## config.mk

```make
export PLATFORM = sky130hd
export DESIGN_NAME = m3_drive_sequencer
export DESIGN_NICKNAME = d
export VERILOG_FILES = /design/src/rtl/m3_drive_sequencer.sv
export SDC_FILE = /design/constraint.sdc
export NUM_CORES = 1
export LEC_CHECK = 0
export CORE_MARGIN = 2
export CORE_UTILIZATION = 40
export DETAILED_ROUTE_END_ITERATION = 8
export PLACE_DENSITY = 0.64
export SLEW_MARGIN = 40
export SYNTH_ARGS = -nofsm -noshare
export SYNTH_HDL_FRONTEND = slang
export SYNTH_SLANG_ARGS = --single-unit
```

## constraint.sdc

```tcl
create_clock -name clkI -period 2.6 [get_ports clkI]
set_input_delay 0.65 -clock clkI [delete_from_list [all_inputs] [get_ports clkI]]
set_output_delay 0.65 -clock clkI [all_outputs]
set_load 0.01 [all_outputs]
```

## src/rtl/m3_drive_sequencer.sv

```systemverilog
// m3_drive_sequencer: turns operator command pulses into level controls for the 3-phase calc block
//   clkI/nRstI        clock, asynchronous active-low reset
//   cmd*I             one-cycle command pulses (start, stop, reverse, faster, slower, stronger, weaker)
//   roundTickI        per-round pulse from the calc block; atMinSpeedI slowest-speed level; faultI overcurrent level
//   m3*O / m3*o       registered controls to the calc block; stateO state code; faultO latched fault
module m3_drive_sequencer #(
  parameter int RAMP_ROUNDS = 8,
  parameter int STEP_ROUNDS = 4,
  parameter int HOLD_CYCLES = 16,
  parameter int WDOG_CYCLES = 50000000
) (
  input  logic       clkI,
  input  logic       nRstI,
  input  logic       cmdStartI,
  input  logic       cmdStopI,
  input  logic       cmdReverseI,
  input  logic       cmdFasterI,
  input  logic       cmdSlowerI,
  input  logic       cmdStrongerI,
  input  logic       cmdWeakerI,
  input  logic       roundTickI,
  input  logic       atMinSpeedI,
  input  logic       faultI,
  output logic       m3startO,
  output logic       m3forceStopO,
  output logic       m3invRotateO,
  output logic       m3speedINCo,
  output logic       m3speedDECo,
  output logic       m3powerINCo,
  output logic       m3powerDECo,
  output logic [2:0] stateO,
  output logic       faultO
);
  localparam int HW = $clog2(HOLD_CYCLES + 1);
  typedef enum logic [2:0] {IDLE = 3'd0, RAMP = 3'd1, RUN = 3'd2, DECEL = 3'd3, REVERSE = 3'd4, FAULT = 3'd5} state_t;
  state_t state, s_n;
  logic [7:0] ramp_cnt, ramp_n;
  logic [3:0] hold_cnt, hold_n;
  logic [HW-1:0] rev_cnt, rc_n;
  logic [25:0] wd_cnt, wd_n;
  logic hold_up, up_n, rev_pend, rp_n, inv_n;
  logic running, wd_exp, pwr_ok;
  assign stateO = state;
  assign running = state inside {RAMP, RUN, DECEL};
  // a tick arriving in the last allowed cycle still rescues the watchdog
  assign wd_exp = running && !roundTickI && wd_cnt == 26'(WDOG_CYCLES - 1);
  // stop and reverse outrank the power/speed commands issued in the same cycle
  assign pwr_ok = (state == RAMP || state == RUN) && !faultI && !wd_exp && !cmdStopI && !cmdReverseI;
  always_comb begin
    s_n = state;
    ramp_n = ramp_cnt;
    hold_n = hold_cnt;
    up_n = hold_up;
    rp_n = rev_pend;
    rc_n = rev_cnt;
    inv_n = m3invRotateO;
    if (faultI || wd_exp) begin
      s_n = FAULT;
      ramp_n = '0;
      hold_n = '0;
      rp_n = 1'b0;
      rc_n = '0;
    end else begin
      case (state)
        IDLE: if (cmdStartI) begin
          s_n = RAMP;
          ramp_n = 8'(RAMP_ROUNDS);
        end
        RAMP, RUN: if (cmdStopI || cmdReverseI) begin
          s_n = DECEL;
          rp_n = !cmdStopI;
          hold_n = '0;
        end else if (state == RAMP) begin
          if (roundTickI) begin
            ramp_n = ramp_cnt - 8'd1;
            s_n = ramp_cnt == 8'd1 ? RUN : RAMP;
          end
        end else if (cmdFasterI != cmdSlowerI) begin
          hold_n = 4'(STEP_ROUNDS);
          up_n = cmdFasterI;
        end else if (roundTickI && hold_cnt != 4'd0) begin
          hold_n = hold_cnt - 4'd1;
        end
        DECEL: begin
          rp_n = cmdStopI ? 1'b0 : cmdReverseI ? 1'b1 : rev_pend;
          if (roundTickI && atMinSpeedI) begin
            s_n = rp_n ? REVERSE : IDLE;
            inv_n = rp_n ? !m3invRotateO : m3invRotateO;
            rc_n = HW'(HOLD_CYCLES - 1);
          end
        end
        REVERSE: if (cmdStopI) begin
          s_n = IDLE;
          rp_n = 1'b0;
          rc_n = '0;
        end else if (rev_cnt == '0) begin
          s_n = RAMP;
          ramp_n = 8'(RAMP_ROUNDS);
          rp_n = 1'b0;
        end else begin
          rc_n = rev_cnt - HW'(1);
        end
        FAULT: if (cmdStopI) s_n = IDLE;
        default: s_n = IDLE;
      endcase
    end
    wd_n = (s_n == state && running && !roundTickI) ? wd_cnt + 26'd1 : '0;
  end
  always_ff @(posedge clkI or negedge nRstI)
    if (!nRstI) begin
      state <= IDLE;
      ramp_cnt <= '0;
      hold_cnt <= '0;
      hold_up <= 1'b0;
      rev_pend <= 1'b0;
      rev_cnt <= '0;
      wd_cnt <= '0;
      m3startO <= 1'b0;
      m3forceStopO <= 1'b0;
      m3invRotateO <= 1'b0;
      m3speedINCo <= 1'b0;
      m3speedDECo <= 1'b0;
      m3powerINCo <= 1'b0;
      m3powerDECo <= 1'b0;
      faultO <= 1'b0;
    end else begin
      state <= s_n;
      ramp_cnt <= ramp_n;
      hold_cnt <= hold_n;
      hold_up <= up_n;
      rev_pend <= rp_n;
      rev_cnt <= rc_n;
      wd_cnt <= wd_n;
      m3startO <= s_n inside {RAMP, RUN, DECEL};
      m3forceStopO <= s_n == FAULT;
      m3invRotateO <= inv_n;
      m3speedINCo <= s_n == RAMP || (s_n == RUN && hold_n != 4'd0 && up_n);
      m3speedDECo <= s_n == DECEL || (s_n == RUN && hold_n != 4'd0 && !up_n);
      m3powerINCo <= pwr_ok && cmdStrongerI && !cmdWeakerI;
      m3powerDECo <= pwr_ok && cmdWeakerI && !cmdStrongerI;
      faultO <= s_n == FAULT;
    end
endmodule

```

==> results.yml, run 1 <==
floorplan:
  die_w_um: 91.8
  start_util: 0.406
  dieArea_um2: 8430
  die-height_um: 91.8
  coreArea_um2: 7610
  io_pins: 23
  rows: 32
logic_synthesis:
  synth_edf_count: 0
  async_reset_ff_frac: 1.00
  synth_cell_types: 54
  syn_avg_cell_area_um2: 9.38
  ys_warn_count: 0
  yosysSeqAreaShare: 0.446
  yosys_register_bits: 55
  syn_nets: 347
  synthCells: 329
  syn-cell-area_um2: 3090
  synthFlopType: "dfrtp_1"
worst_setup_path:
  path_depth: 9
  critPathTopFamily: "buffers and inverters"
  worst-setup-path-type: "input port to flip-flop"
  max_stage_delay_ns: 0.51
  rr_worst_depth: 9
  endpoint_kind: "flip-flop"
  cp_data_arrival_time_ns: 2.69
  cp_cell_sequence: "clkdlybuf4s50_1 > buf_4 > and4bb_2 > a311oi_1 > or4_1 > o31a_1 > o211ai_4 > buf_12 > nor2_1"
  crit_start: "roundTickI"
  r2r-end: "wd_cnt[10]$_DFF_PN0_"
  crit_slowest_cell: "clkdlybuf4s50_1"
  critPathMaxFanout: 26
  worstReg2RegStart: "ramp_cnt[1]$_DFFE_PN0P_"
  endpoint: "wd_cnt[10]$_DFF_PN0_"
  cp.required_ns: 2.82
  start_kind: "input port"
  regToRegSetupSlack_ns: 0.35
  cp_num_buf_inv: 3
sta:
  tightestPinTransition_ns: 0.805
  drv_slew: 0
  rsz0062_at_grt: "no"
  period_needed_ns: 2.47
  finalHoldViolCount: 0
  slew_headroom: 0.456
  fin_tns_setup_ns: 0
  finClkSkew_ns: 0.00925
  holdWs_ns: 0.308
  period_share: 0.952
  clock.fmax_ghz: 0.404
  setup_viol: 0
clock_network:
  cts-root-buf: "clkbuf_8"
  postCtsHoldBufs: 0
  cts-htree-levels: 2
  post_cts_buffers: 0
  cts_buffer_depth: 2
  clock_latency_ns: 0.32
  cts_buffers: 5
  cts_tree: "yes"
  cts_resized: 0
  clkSlewWorstSetupHoldPaths_ns: 0.11
  cts_sinks: 55
global_route:
  grt_pass1_vias: 2548
  globalRouteOverflowTotal: 0
  grt_pass1_wl_um: 11700
  antenna_found_initial: 0
  grt_util_all_layers: 0.168
  grt_max_degree: 56
power:
  leakage_nw: 1.53
  peakVddDrop_mv: 0.261
  p_per_area_nw_per_um2: 494
  power.total_mw: 1.84
route:
  routed_wl_um: 6650
  drtPass1Iterations: 4
  drc: 0
  routed_via_density: 5.35
  routedWlPerCell_um: 13.8
  antenna_left: 0
  drt_iter0_drc: 102
  vias: 2583
placed_design:
  dpl.cell_count: 475
  numPortBuffers: 22
  dp_hpwl_um: 4820
  gp_congestion: 0.785
final_layout:
  layout.nets: 398
  drive_gt1_frac: 0.157
  utilization: 0.491
  most-common-layout-cells: "nor2_1 (55), dfrtp_1 (55), buf_4 (33)"
  syn_to_final_growth_pct: 21.1
  diodes: 0
  final-instance-count-excl-fill: 483
job:
  drv_cap: 0
min_path:
  hp-class: "input port to async pin"
outcome:
  status: "finished, final reports clean"
-- registers in the layout (all words and copies together) (netlist names) --
register	cells
hold_cnt	4
m3invRotateO	1
rev_pend	1
m3speedDECo	1
m3powerINCo	1
ramp_cnt	8
rev_cnt	5
hold_up	1
m3startO	1
faultO	1
stateO	3
m3powerDECo	1
wd_cnt	26
m3speedINCo	1
-- power breakdown --
| group | total (mW) | internal [mW] | switching [mW] | leakage, nW |
|---|---|---|---|---|
| logic | 0.428 | 0.205 | 0.224 | 0.736 |
| clock network | 0.499 | 0.195 | 0.304 | 0.0461 |
| registers | 0.917 | 0.890 | 0.0268 | 0.752 |
| total | 1.84 | 1.29 | 0.554 | 1.53 |
-- cell usage after synthesis, drive strengths merged, types with 3 or more instances --
cell type / count / share of area
clkbuf: 6 / 0.0073
nor2: 55 / 0.067
a21o: 3 / 0.0073
a311oi: 4 / 0.011
inv: 14 / 0.017
xor2: 18 / 0.051
a21oi: 15 / 0.024
nand4: 9 / 0.018
and2: 4 / 0.0081
nor2b: 4 / 0.0081
or2: 5 / 0.010
nand3: 10 / 0.016
nand4b: 3 / 0.0085
nor4b: 6 / 0.021
nor4: 4 / 0.012
and3: 3 / 0.0061
or3: 3 / 0.0061
a211oi: 4 / 0.0097
nor3: 12 / 0.019
dfrtp: 55 / 0.45
buf: 7 / 0.018
o21ai: 14 / 0.023
xnor2: 10 / 0.028
or4: 3 / 0.0085
nor3b: 5 / 0.012
nand2: 20 / 0.024
ha: 6 / 0.024
-- cell families (layout without fill, tap and decap cells) --
logic type | after synthesis | in the layout | synth area share
compound gates | 59 | 59 | 0.136
xor+xnor | 28 | 28 | 0.0795
fa+ha+maj | 6 | 6 | 0.0243
buf+inv | 27 | 79 | 0.0422
flops | 55 | 55 | 0.446
mux | 1 | 1 | 0.00324
simple gates | 153 | 153 | 0.269
-- per-layer routing --
| layer | up-vias | part of all wire | track usage | wire, µm |
|---|---|---|---|---|
| met2 | 32 | 0.50 | 0.286 | 3300 |
| met4 | 0 | 0.0066 | 0.0410 | 44 |
| met3 | 4 | 0.027 | 0.0255 | 177 |
| met1 | 1278 | 0.47 | 0.226 | 3130 |
| met5 | - | 0 | 0 | 0 |
| li1 | 1269 | - | - | - |
-- through the flow --
stage | setup WS [ns] | cell area [µm²]
after floorplan | 0.290 | 3090
after global placement | -0.217 | 3640
after detailed placement | -0.242 | 3640
after CTS | 0.102 | 3730
after global routing | 0.0226 | 3740
final | 0.125 | 3740
-- layout make-up --
class                      count  area [µm²]
clock buffer                   5        68.8
clock inverter                 3        23.8
fill                         710        3870
inverter                      14        52.6
multi-input combinational    247        1580
sequential                    55        1380
tap                          102         128
timing repair buffer          57         503
-- how the worst min path moves through the flow --
stage                                to  slack [ns]                     start
2_1_floorplan          faultO$_DFF_PN0_        0.35                     nRstI
3_3_place_gp   m3invRotateO$_DFFE_PN0P_        0.46  m3invRotateO$_DFFE_PN0P_
3_5_place_dp   m3invRotateO$_DFFE_PN0P_        0.46  m3invRotateO$_DFFE_PN0P_
4_1_cts            wd_cnt[13]$_DFF_PN0_        0.32                     nRstI
5_1_grt             wd_cnt[4]$_DFF_PN0_        0.34                     nRstI
6_report           wd_cnt[13]$_DFF_PN0_        0.31                     nRstI
Note: power is estimated with default switching activity, not from simulation.
==> run 2: changes to the inputs <==
Settings changed: CORE_MARGIN 2 to 3, CORE_UTILIZATION 40 to 50, CTS_BUF_LIST set to sky130_fd_sc_hd__clkbuf_2 sky130_fd_sc_hd__clkbuf_4 sky130_fd_sc_hd__clkbuf_8, PLACE_DENSITY 0.64 to 0.76.
==> run 2 against run 1 <==
  * Setup slack worse by 0.017 ns
  * Core utilization grew 15 points
  * Maximum frequency shrank 0.67%
  * Non-clock buffer count is 6 lower
  * Die area decreased by 15%
  * Wire length is 2.4% lower
  * Largest power group unchanged
  * Register-to-register slack is essentially flat
  * Highest routed layer unchanged
==> results.yml, run 2 (synthesis gave the netlist of run 1 again) <==
global_route:
  grt_pass1_vias: 2550
  antenna_found_initial: 0
  grt_pass1_wl_um: 11700
  grt_max_degree: 36
  grt_util_all_layers: 0.196
  globalRouteOverflowTotal: 0
power:
  leakage_nw: 1.52
  combPwrFrac: 0.222
  clock_power_share: 0.283
  peakVddDrop_mv: 0.260
  p_per_area_nw_per_um2: 505
  switching_share: 0.297
  switching_power_uw: 551
  seq_power_share: 0.495
  internal_power_mw: 1.31
clock_network:
  cts-htree-levels: 2
  cts-root-buf: "clkbuf_8"
  clock_latency_ns: 0.32
  cts_sinks: 55
  clkSlewWorstSetupHoldPaths_ns: 0.11
  cts_buffers: 5
  cts_tree: "yes"
  cts_buffer_depth: 2
route:
  routed_wl_um: 6490
  routedWlPerCell_um: 14.5
  drc: 0
  antenna_left: 0
  drt_iter0_drc: 199
  drtPass1Iterations: 6
  vias: 2574
  routed_via_density: 5.76
sta:
  fin_tns_setup_ns: 0
  finClkSkew_ns: 0.0161
  finalHoldViolCount: 0
  period_share: 0.958
  worst_slack_ns: 0.108
  clock.fmax_ghz: 0.401
  setup_viol: 0
  period_needed_ns: 2.49
  tightestPinTransition_ns: 0.762
  drv_slew: 0
  slew_headroom: 0.485
worst_setup_path:
  crit_slowest_cell: "or4_4"
  worst-setup-path-type: "input port to flip-flop"
  cp_cell_sequence: "clkdlybuf4s50_1 > or4_4 > o41ai_4 > buf_4 > nor4b_2 > o211ai_4 > buf_12 > nor2_1"
  critPathMaxFanout: 14
  start_kind: "input port"
  endpoint_kind: "flip-flop"
  max_stage_delay_ns: 0.56
  cp.required_ns: 2.80
  cp_data_arrival_time_ns: 2.70
floorplan:
  coreArea_um2: 5740
  die_w_um: 84.6
  start_util: 0.537
  die-height_um: 84.6
  dieArea_um2: 7150
  io_pins: 23
  rows: 27
min_path:
  hp-class: "input port to async pin"
job:
  drv_cap: 0
placed_design:
  gp_congestion: 0.844
  preCtsSetupSlack_ns: -0.217
  dp_hpwl_um: 4770
  numPortBuffers: 22
  dpl.cell_count: 439
final_layout:
  largest_register: "wd_cnt"
  layout.nets: 392
  syn_to_final_growth_pct: 19.1
  final-instance-count-excl-fill: 447
  most-common-layout-cells: "nor2_1 (55), dfrtp_1 (55), buf_4 (26)"
  largest_reg_flops: 26
  drive_gt1_frac: 0.144
  diodes: 0
  reg_top3: "wd_cnt x26, ramp_cnt x8, rev_cnt x5"
outcome:
  status: "finished, final reports clean"
-- run 2: timing repair --
action / 4_1_cts / 5_1_grt
endpoints found under the setup margin: 0 / 1
buffers inserted: 0 / 0
hold buffers: 0 / 0
gates resized for setup: 0 / 1
-- run 2: per-layer routing --
metal	global-route usage	wire, µm	vias up	share of wire
met2	0.320	3050	62	0.47
met3	0.0343	279	8	0.043
met4	0.0518	84	0	0.013
met5	0	0	-	0
li1	-	-	1258	-
met1	0.270	3080	1246	0.47
-- run 2: path summary, 6_finish.rpt --
check	start	endpoint	slack, ns	depth (start not counted)
worst max-delay path	roundTickI	wd_cnt[21]$_DFF_PN0_	0.11	8
worst min-delay path	nRstI	m3powerDECo$_DFF_PN0_	0.29	1
worst max register to register	wd_cnt[7]$_DFF_PN0_	wd_cnt[21]$_DFF_PN0_	0.34	8
worst min register to register	m3invRotateO$_DFFE_PN0P_	m3invRotateO$_DFFE_PN0P_	0.47	1
max in group asynchronous	nRstI	rev_cnt[3]$_DFFE_PN0P_	1.73	2
min in group clkI	m3invRotateO$_DFFE_PN0P_	m3invRotateO$_DFFE_PN0P_	0.47	1
-- run 2: final cells by class --
type | count | area (µm²)
clock inverters | 2 | 17.5
fillers | 496 | 2070
repair buffers | 51 | 470
well taps | 72 | 90.1
flip-flops and latches | 55 | 1380
multi-input cells | 247 | 1580
clock buffers | 6 | 82.6
inverters | 14 | 52.6
-- run 2: stage by stage --
step,hold WS (ns),instance area (µm²),total power [mW],util
floorplan,0.354,3090,1.17,-
global placement,0.457,3570,1.34,0.621
detailed placement,0.466,3570,1.34,0.621
CTS,0.304,3670,1.86,0.639
global route,0.308,3670,1.94,0.640
finish,0.289,3670,1.86,0.640
-- run 2: worst max-delay path, delay by kind of cell --
| family | cells | cell delay (ns) |
|---|---|---|
| AOI/OAI and AO/OA | 2 | 0.48 |
| buffers and inverters | 3 | 0.87 |
| and+or+nand+nor | 3 | 0.69 |
-- run 2: power groups by stage --
stage               Combinational [mW]  Sequential [mW]  Clock (mW)
floorplan                        0.232            0.936           0
global placement                 0.402            0.934           0
detailed placement               0.410            0.935           0
CTS                              0.411            0.918       0.533
global route                     0.457            0.925       0.562
finish                           0.412            0.919       0.526
==> run 3: changes to the inputs <==
Settings changed: SKIP_CTS_REPAIR_TIMING set to 1.
==> results of run 3 <==
Same layout as run 2: the final DEF is identical, and so are final timing and power.
